`config.mk`:
```
export PLATFORM = sky130hd
export DESIGN_NAME = cheb_trig_expander
export DESIGN_NICKNAME = d
export VERILOG_FILES = /design/src/rtl/cheb_trig_expander.sv
export SDC_FILE = /design/constraint.sdc
export NUM_CORES = 2
export LEC_CHECK = 0
export ABC_CLOCK_PERIOD_IN_PS = 7700
export CAP_MARGIN = 20
export CORE_MARGIN = 2
export CORE_UTILIZATION = 41
export CTS_CLUSTER_DIAMETER = 60
export DETAILED_ROUTE_END_ITERATION = 10
export HOLD_SLACK_MARGIN = 0.08
export PLACE_DENSITY = 0.58
export SYNTH_ARGS = -nofsm -noshare
export SYNTH_HDL_FRONTEND = slang
export SYNTH_SLANG_ARGS = --single-unit
```
`constraint.sdc`:
```
create_clock -name clk -period 7.7 [get_ports clk]
set_input_delay 0.77 -clock clk [delete_from_list [all_inputs] [get_ports clk]]
set_output_delay 0.77 -clock clk [all_outputs]
set_load 0.05 [all_outputs]
```
`src/rtl/cheb_trig_expander.sv`:
```
// Chebyshev angle-multiple expander: from cos(pi*x), sin(pi*x) emits
// cos(k*pi*x), sin(k*pi*x) for k = 1..ORDER, one term pair per clock.
module cheb_trig_expander #(
    parameter int unsigned WIDTH = 16,
    parameter int unsigned FRAC  = 14,
    parameter int unsigned ORDER = 4,
    parameter int unsigned KW    = 3
) (
    input  logic             clk,
    input  logic             reset,
    input  logic             in_valid,
    output logic             in_ready,
    input  logic [WIDTH-1:0] cos1_in,
    input  logic [WIDTH-1:0] sin1_in,
    output logic             out_valid,
    output logic [KW-1:0]    out_k,
    output logic [WIDTH-1:0] cos_out,
    output logic [WIDTH-1:0] sin_out,
    output logic             out_last
);

    // Product (2*WIDTH+1 bits) minus the previous term needs one more bit.
    localparam int unsigned PW = 2 * WIDTH + 2;
    localparam logic signed [PW-1:0]    SAT_HI = PW'(2 ** (WIDTH - 1) - 1);
    localparam logic signed [PW-1:0]    SAT_LO = -SAT_HI - PW'(1);
    localparam logic signed [WIDTH-1:0] ONE    = WIDTH'(2 ** FRAC);
    localparam logic [KW-1:0]           K_LAST = KW'(ORDER);

    typedef enum logic {
        IDLE,
        RUN
    } state_t;

    state_t state, state_d;

    logic signed [WIDTH-1:0] c1_q, c1_d;
    logic signed [WIDTH-1:0] cos_prev, cos_prev_d, cos_cur, cos_cur_d;
    logic signed [WIDTH-1:0] sin_prev, sin_prev_d, sin_cur, sin_cur_d;
    logic signed [WIDTH-1:0] cos_next, sin_next;

    logic             in_ready_d, out_valid_d, out_last_d;
    logic [KW-1:0]    out_k_d;
    logic [WIDTH-1:0] cos_out_d, sin_out_d;

    function automatic logic signed [WIDTH-1:0] sat(input logic signed [PW-1:0] v);
        if (v > SAT_HI) begin
            return SAT_HI[WIDTH-1:0];
        end else if (v < SAT_LO) begin
            return SAT_LO[WIDTH-1:0];
        end
        return v[WIDTH-1:0];
    endfunction

    // One recurrence step: sat(((2*c1*t_k) >>> FRAC) - t_{k-1}).
    function automatic logic signed [WIDTH-1:0] step(
        input logic signed [WIDTH-1:0] c1,
        input logic signed [WIDTH-1:0] cur,
        input logic signed [WIDTH-1:0] prev
    );
        logic signed [PW-1:0] prod;
        logic signed [PW-1:0] full;
        prod = PW'(c1) * PW'(cur);
        full = ((prod <<< 1) >>> FRAC) - PW'(prev);
        return sat(full);
    endfunction

    always_comb begin
        cos_next = step(c1_q, cos_cur, cos_prev);
        sin_next = step(c1_q, sin_cur, sin_prev);
    end

    // Next-state and next-output logic.
    always_comb begin
        state_d     = state;
        c1_d        = c1_q;
        cos_prev_d  = cos_prev;
        cos_cur_d   = cos_cur;
        sin_prev_d  = sin_prev;
        sin_cur_d   = sin_cur;
        in_ready_d  = in_ready;
        out_valid_d = out_valid;
        out_last_d  = out_last;
        out_k_d     = out_k;
        cos_out_d   = cos_out;
        sin_out_d   = sin_out;

        case (state)
            IDLE: begin
                in_ready_d  = 1'b1;
                out_valid_d = 1'b0;
                out_last_d  = 1'b0;
                if (in_valid) begin
                    state_d     = RUN;
                    c1_d        = cos1_in;
                    cos_prev_d  = ONE;
                    cos_cur_d   = cos1_in;
                    sin_prev_d  = '0;
                    sin_cur_d   = sin1_in;
                    in_ready_d  = 1'b0;
                    out_valid_d = 1'b1;
                    out_k_d     = KW'(1);
                    cos_out_d   = cos1_in;
                    sin_out_d   = sin1_in;
                end
            end
            RUN: begin
                if (out_k == K_LAST) begin
                    state_d     = IDLE;
                    in_ready_d  = 1'b1;
                    out_valid_d = 1'b0;
                    out_last_d  = 1'b0;
                end else begin
                    out_k_d    = out_k + KW'(1);
                    out_last_d = (out_k_d == K_LAST);
                    cos_out_d  = cos_next;
                    sin_out_d  = sin_next;
                    cos_prev_d = cos_cur;
                    cos_cur_d  = cos_next;
                    sin_prev_d = sin_cur;
                    sin_cur_d  = sin_next;
                end
            end
            default: state_d = IDLE;
        endcase
    end

    always_ff @(posedge clk) begin
        if (reset) begin
            state     <= IDLE;
            c1_q      <= '0;
            cos_prev  <= '0;
            cos_cur   <= '0;
            sin_prev  <= '0;
            sin_cur   <= '0;
            in_ready  <= 1'b1;
            out_valid <= 1'b0;
            out_last  <= 1'b0;
            out_k     <= '0;
            cos_out   <= '0;
            sin_out   <= '0;
        end else begin
            state     <= state_d;
            c1_q      <= c1_d;
            cos_prev  <= cos_prev_d;
            cos_cur   <= cos_cur_d;
            sin_prev  <= sin_prev_d;
            sin_cur   <= sin_cur_d;
            in_ready  <= in_ready_d;
            out_valid <= out_valid_d;
            out_last  <= out_last_d;
            out_k     <= out_k_d;
            cos_out   <= cos_out_d;
            sin_out   <= sin_out_d;
        end
    end

endmodule

```
## Word-level counts from Yosys, hierarchy flattened

Cells that the tools add are included.

| operators by class | value |
|---|---|
| add/subtract/negate cells | 3 |
| $mul | 2 |
| order comparisons | 4 |
| eq/ne operators | 5 |
| muxes and demuxes | 35 |
| bitwise operators | 1 |
| reduce and logical (&&, ||, !) cells | 2 |

Operators by type and width:

| kind | count |
|---|---|
| two-way mux 16 bit | 14 |
| case mux 16 bit (2 select lines) | 4 |
| multiplier 16 x 16 -> 32 bit | 2 |
| > comparator 20 x 16 -> 1 bit (second input constant) | 2 |
| < comparator 20 x 16 -> 1 bit (second input constant) | 2 |
| subtractor 19 x 16 -> 20 bit | 2 |
| two-way mux 1 bit | 10 |
| case mux 1 bit (2 select lines) | 4 |
| == test 3 bit (second input constant) | 2 |
| two-way mux 3 bit | 2 |
| case mux 3 bit (2 select lines) | 1 |
| != test 2 bit (second input constant) | 2 |
| AND reduction 2 bit | 2 |
| adder 3 x 1 -> 3 bit (second input constant) | 1 |
| != test 2 x 1 -> 1 bit (second input constant) | 1 |
| NOT 1 bit | 1 |

| word-level totals | value |
|---|---|
| register bits | 87 |
| word-level logic and storage cells | 62 |

## Depth between registers and ports, before layout

| logic depth | value |
|---|---|
| depth in word-level cells | 8 |
| mapped depth | 38 |

## Worst setup path after synthesis

Ideal clock, no wire load.

| timing | value |
|---|---|
| path type | reg2reg |
| start | reg cos_cur[1] |
| end | reg cos_cur[14] |
| setup time | 67 ps |
| arrival | 8456 ps |
| slack | -823 ps |
| stages on the path, launching flop included | 35 |
| path buffers | 3 |
| clock period less this slack | 8523 ps |
| cell sequence | dfxtp_1 -> clkbuf_1 -> clkbuf_1 -> nand2_1 -> fa_1 -> fa_1 -> fa_1 -> inv_1 -> fa_1 -> fa_1 -> inv_1 -> fa_1 -> inv_1 -> ha_1 -> a21o_1 -> a21oi_1 -> o21ai_0 -> nor3_1 -> a211oi_1 -> a211o_1 -> nor4_1 -> nor3_1 -> nor2_1 -> nor2_1 -> ha_1 -> a21o_1 -> o31ai_1 -> a21oi_1 -> a21o_1 -> a21oi_1 -> xnor2_1 -> a41oi_2 -> buf_6 -> o21a_1 -> o21ai_2 |

| between the ends | value |
|---|---|
| cells in the longest elaborated chain, start to end | 8 |
| elaborated cells between the ends (all ways) | 10 |

RTL lines:

| what | line | RTL |
|---|---|---|
| start, declared | 37 | `logic signed [WIDTH-1:0] cos_prev, cos_prev_d, cos_cur, cos_cur_d;` |
| start signal, assigned | 145 | `cos_cur <= cos_cur_d;` |
| multiplier 16 x 16 -> 32 bit * | 62 | `prod = PW'(c1) * PW'(cur);` |
| subtractor 19 x 16 -> 20 bit * | 63 | `full = ((prod <<< 1) >>> FRAC) - PW'(prev);` |
| < comparator 20 x 16 -> 1 bit | 48 | `end else if (v < SAT_LO) begin` |
| two-way mux 1 bit | 48 |  |
| two-way mux 1 bit | 46 | `if (v > SAT_HI) begin` |
| two-way mux 16 bit * | 51 | `return v[WIDTH-1:0];` |
| two-way mux 16 bit * | 107 | `if (out_k == K_LAST) begin` |
| case mux 16 bit (2 select lines) * | 87 | `case (state)` |

Every way passes the cells marked *; elsewhere a longest branch is shown, timed or not. The select of a mux whose other input is x is not followed.
A chain may end at the register's enable or synchronous reset.

## Final worst setup path

| timing | value |
|---|---|
| start | reg c1_q[9] |
| end | reg sin_cur[10] |

| between the ends | value |
|---|---|
| cells in the longest elaborated chain, start to end | 8 |
| elaborated cells between the ends (all ways) | 10 |

RTL lines:

| what | line | RTL |
|---|---|---|
| start, declared | 36 | `logic signed [WIDTH-1:0] c1_q, c1_d;` |
| start signal, assigned | 130 | `c1_q <= '0;` |
| start signal, assigned | 143 | `c1_q <= c1_d;` |
| multiplier 16 x 16 -> 32 bit * | 62 |  |
| subtractor 19 x 16 -> 20 bit * | 63 |  |
| < comparator 20 x 16 -> 1 bit | 48 |  |
| two-way mux 1 bit | 48 |  |
| two-way mux 1 bit | 46 |  |
| two-way mux 16 bit * | 51 |  |
| two-way mux 16 bit * | 107 |  |
| case mux 16 bit (2 select lines) * | 87 |  |
| end signal, assigned | 147 | `sin_cur <= sin_cur_d;` |
| end, declared | 38 | `logic signed [WIDTH-1:0] sin_prev, sin_prev_d, sin_cur, sin_cur_d;` |

Marked as above.

==> results.sh <==
export IMPL_clk_pin_slew_worst_paths_ns=0.08
export IMPL_layout_commonest_cell="inv_1"
export IMPL_drtPass1Iterations=6
export IMPL_routedWlPerCell_um=17.2
export IMPL_r2r_slack_ns=-0.47
export IMPL_ios=73
export IMPL_rows=88
export IMPL_ys_flop_type="dfxtp_1"
export IMPL_setup_tns_final_ns=-11.61
export IMPL_setup_slack_ns=-0.471
export IMPL_routed_via_density=5.00
export IMPL_syn_area_um2=24100
export IMPL_htreeDepth=3
export IMPL_place_hpwl_um=54100
export IMPL_fin_nets=3812
export IMPL_grt_start_max_net_pins=41
export IMPL_worstMarginPinSlew_ns=0.954
export IMPL_async_flop_share_pct=0
export IMPL_die_area_um2=60700
export IMPL_cap_violations=0
export IMPL_drv_slew=0
export IMPL_synthCells=2727
export IMPL_relSlewSlack_pct=36.4
export IMPL_status="complete, but fails checks"
export IMPL_cp_end_kind="register"
export IMPL_cts_root_buf="clkbuf_16"
export IMPL_synth_nets=3485
export IMPL_crit_path_frequent_cell="fa_1"
export IMPL_numCtsBuffers=9
export IMPL_num_vias=19100
export IMPL_min_period_over_period_pct=106
export IMPL_dieWidth_um=246
export IMPL_grt_total_usage_pct=22.7
export IMPL_setup_viol=32
export IMPL_finalHoldViolations=0
export IMPL_finClkSkew_ns=0.0103
export IMPL_final_antenna_net_count=0
export IMPL_max_freq_ghz=0.122
export IMPL_start_util_pct=41.6
export IMPL_hold_end="in_ready$_SDFFE_PP1P_"
export IMPL_cts_buffer_depth=2
export IMPL_reg2reg_depth=37
export IMPL_crit_slowest_cell="fa_1"
export IMPL_grt_pass1_wl_um=108000
export IMPL_grt_remaining_overflow=0
export IMPL_cts_hold_buf=0
export IMPL_core_area_um2=57900
export IMPL_cts_sinks=87
export IMPL_hp_class="reg -> reg"
export IMPL_antenna_found_initial=1
export IMPL_fp_dieH_um=246
export IMPL_grt_pass1_vias=20800
export IMPL_antenna_cells=0
export IMPL_rsz0062_at_grt="true"
export IMPL_ys_ff_latch=87
export IMPL_gp_congestion=0.881
export IMPL_wl_um=65800
export IMPL_drcViolationCount=0
export IMPL_cts_tree="yes"
export IMPL_clk_latency_ns=0.38
export IMPL_cp_data_required_time_ns=7.97
export IMPL_crit_arrival_ns=8.44
export IMPL_cp_slowest_stage_delay_ns=0.59
export IMPL_syn_avg_cell_area_um2=8.84
export IMPL_period_minus_slack_ns=8.17
export IMPL_violations="negative setup slack"
export IMPL_reg2reg_from="c1_q[9]$_SDFFE_PP0P_"
export IMPL_drt_iter0_drc=954
export IMPL_crit_type="reg -> reg"
export IMPL_drive_gt1_share_pct=19.7
export IMPL_ys_seq_area_share_pct=7.23
export IMPL_cp_max_fo=5
export IMPL_synth_edf_count=0
export IMPL_r2r_end="sin_cur[10]$_SDFFE_PP0P_"
export IMPL_cp_start_kind="register"
export IMPL_yosysUniqueCellTypes=64
export IMPL_final_cell_mix="inv_1, fa_1, nand2_1"
export IMPL_port_buffers=72
export IMPL_whs_path_depth=2
export IMPL_syn_to_final_growth_pct=24.1
export IMPL_holdCritStartpoint="in_ready$_SDFFE_PP1P_"
export IMPL_yosysWarnings=0
-- critical path: cells and delay by family (launching register included) --
kind                     cells  cell delay [ns]
adder cells (fa/ha/maj)      8             3.54
AO/OA/AOI/OAI               12             2.29
buffers and inverters       11             1.19
AND/OR/NAND/NOR              5             0.52
flip-flops                   1             0.37
XOR/XNOR                     1             0.14
-- registers in the layout, indices dropped and copies added, names as in the netlist --
signal / count
c1_q: 16
out_last: 1
sin_cur: 16
cos_cur: 16
in_ready: 1
sin_prev: 16
out_k: 3
out_valid: 1
state: 1
cos_prev: 16
-- worst max path at each step --
| stage | start | to | cells past startpoint |
|---|---|---|---|
| final | c1_q[9]$_SDFFE_PP0P_ | sin_cur[10]$_SDFFE_PP0P_ | 37 |
| after global routing | c1_q[7]$_SDFFE_PP0P_ | sin_cur[10]$_SDFFE_PP0P_ | 33 |
| after detailed placement | c1_q[5]$_SDFFE_PP0P_ | cos_cur[13]$_SDFFE_PP0P_ | 32 |
| after global placement | c1_q[5]$_SDFFE_PP0P_ | cos_cur[13]$_SDFFE_PP0P_ | 32 |
| after CTS | c1_q[6]$_SDFFE_PP0P_ | sin_cur[7]$_SDFFE_PP0P_ | 34 |
| after floorplan | cos_cur[1]$_SDFFE_PP0P_ | cos_cur[14]$_SDFFE_PP0P_ | 31 |
-- layer usage --
metal / GRT usage, % / up-vias / wire, um
met5: 0 / - / 0
met2: 38.6 / 442 / 32300
met1: 30.5 / 9761 / 28500
met4: 7.03 / 0 / 1880
li1: - / 8809 / -
met3: 2.25 / 105 / 3150
-- cell families after synthesis --
| family | count (synthesis) | share of synthesized area [%] |
|---|---|---|
| AND/OR/NAND/NOR | 777 | 15.5 |
| buffers and inverters | 758 | 11.9 |
| adder cells (fa/ha/maj) | 723 | 53.9 |
| AO/OA/AOI/OAI | 302 | 8.51 |
| flip-flops | 87 | 7.23 |
| XOR/XNOR | 80 | 2.94 |
-- layout make-up --
| cell class | count | area [um2] |
|---|---|---|
| multi-input combinational | 1883 | 20400 |
| fill | 5484 | 28000 |
| clock inverter | 3 | 26.3 |
| sequential | 87 | 1860 |
| clock buffer | 13 | 304 |
| tap | 765 | 957 |
| inverter | 631 | 2370 |
| timing repair buffer | 442 | 3990 |
-- timing repair --
item | in CTS | in global routing
pin swaps | 23 | 108
cloned | 1 | 4
gates resized for setup | 75 | 106
buffers inserted | 26 | 22
endpoints found under the setup margin | 32 | 32
-- synthesized netlist by cell type (2+ instances only) --
library cell	number	area, um2
o21ai_2	12	105
a21o_1	23	173
a211oi_1	12	90.1
and2_1	245	1530
buf_6	3	33.8
xor2_1	24	210
ha_1	199	2490
nor3_1	15	75.1
fa_1	524	10500
a311oi_1	4	35.0
nand2b_1	20	125
nand3b_1	2	15.0
and3_1	4	25.0
dfxtp_1	87	1740
nand2_1	346	1300
a221o_1	2	20.0
clkbuf_1	123	462
o21ai_1	8	40.0
inv_1	631	2370
a21oi_1	88	440
o21bai_1	4	30.0
and4_1	2	17.5
xnor2_1	55	482
a22o_1	19	166
nor2b_1	10	62.6
o31ai_1	5	37.5
o211ai_1	13	97.6
o21a_1	25	188
nor2_1	87	327
nand4_1	5	31.3
nand3_1	29	145
a211oi_2	3	37.5
or3_1	2	12.5
a31oi_1	2	12.5
o21ai_0	60	300
a22oi_1	3	22.5
nor4_1	4	25.0
-- metrics by stage --
step / cells / utilization [%] / hold WS, ns / cell area, um2 / setup WS (ns)
finish: 3824 / 51.6 / 0.460 / 29900 / -0.471
global route: 3824 / 51.6 / 0.484 / 29900 / -0.825
CTS: 3800 / 50.3 / 0.458 / 29100 / -0.401
detailed placement: 3757 / 48.9 / 0.441 / 28300 / -0.625
global placement: 3756 / 48.8 / 0.440 / 28300 / -0.474
floorplan: 2727 / - / 0.448 / 24700 / -0.0634
Power is not shown: default switching activity piles up to over one toggle a cycle in this logic, so the estimate is an artifact.
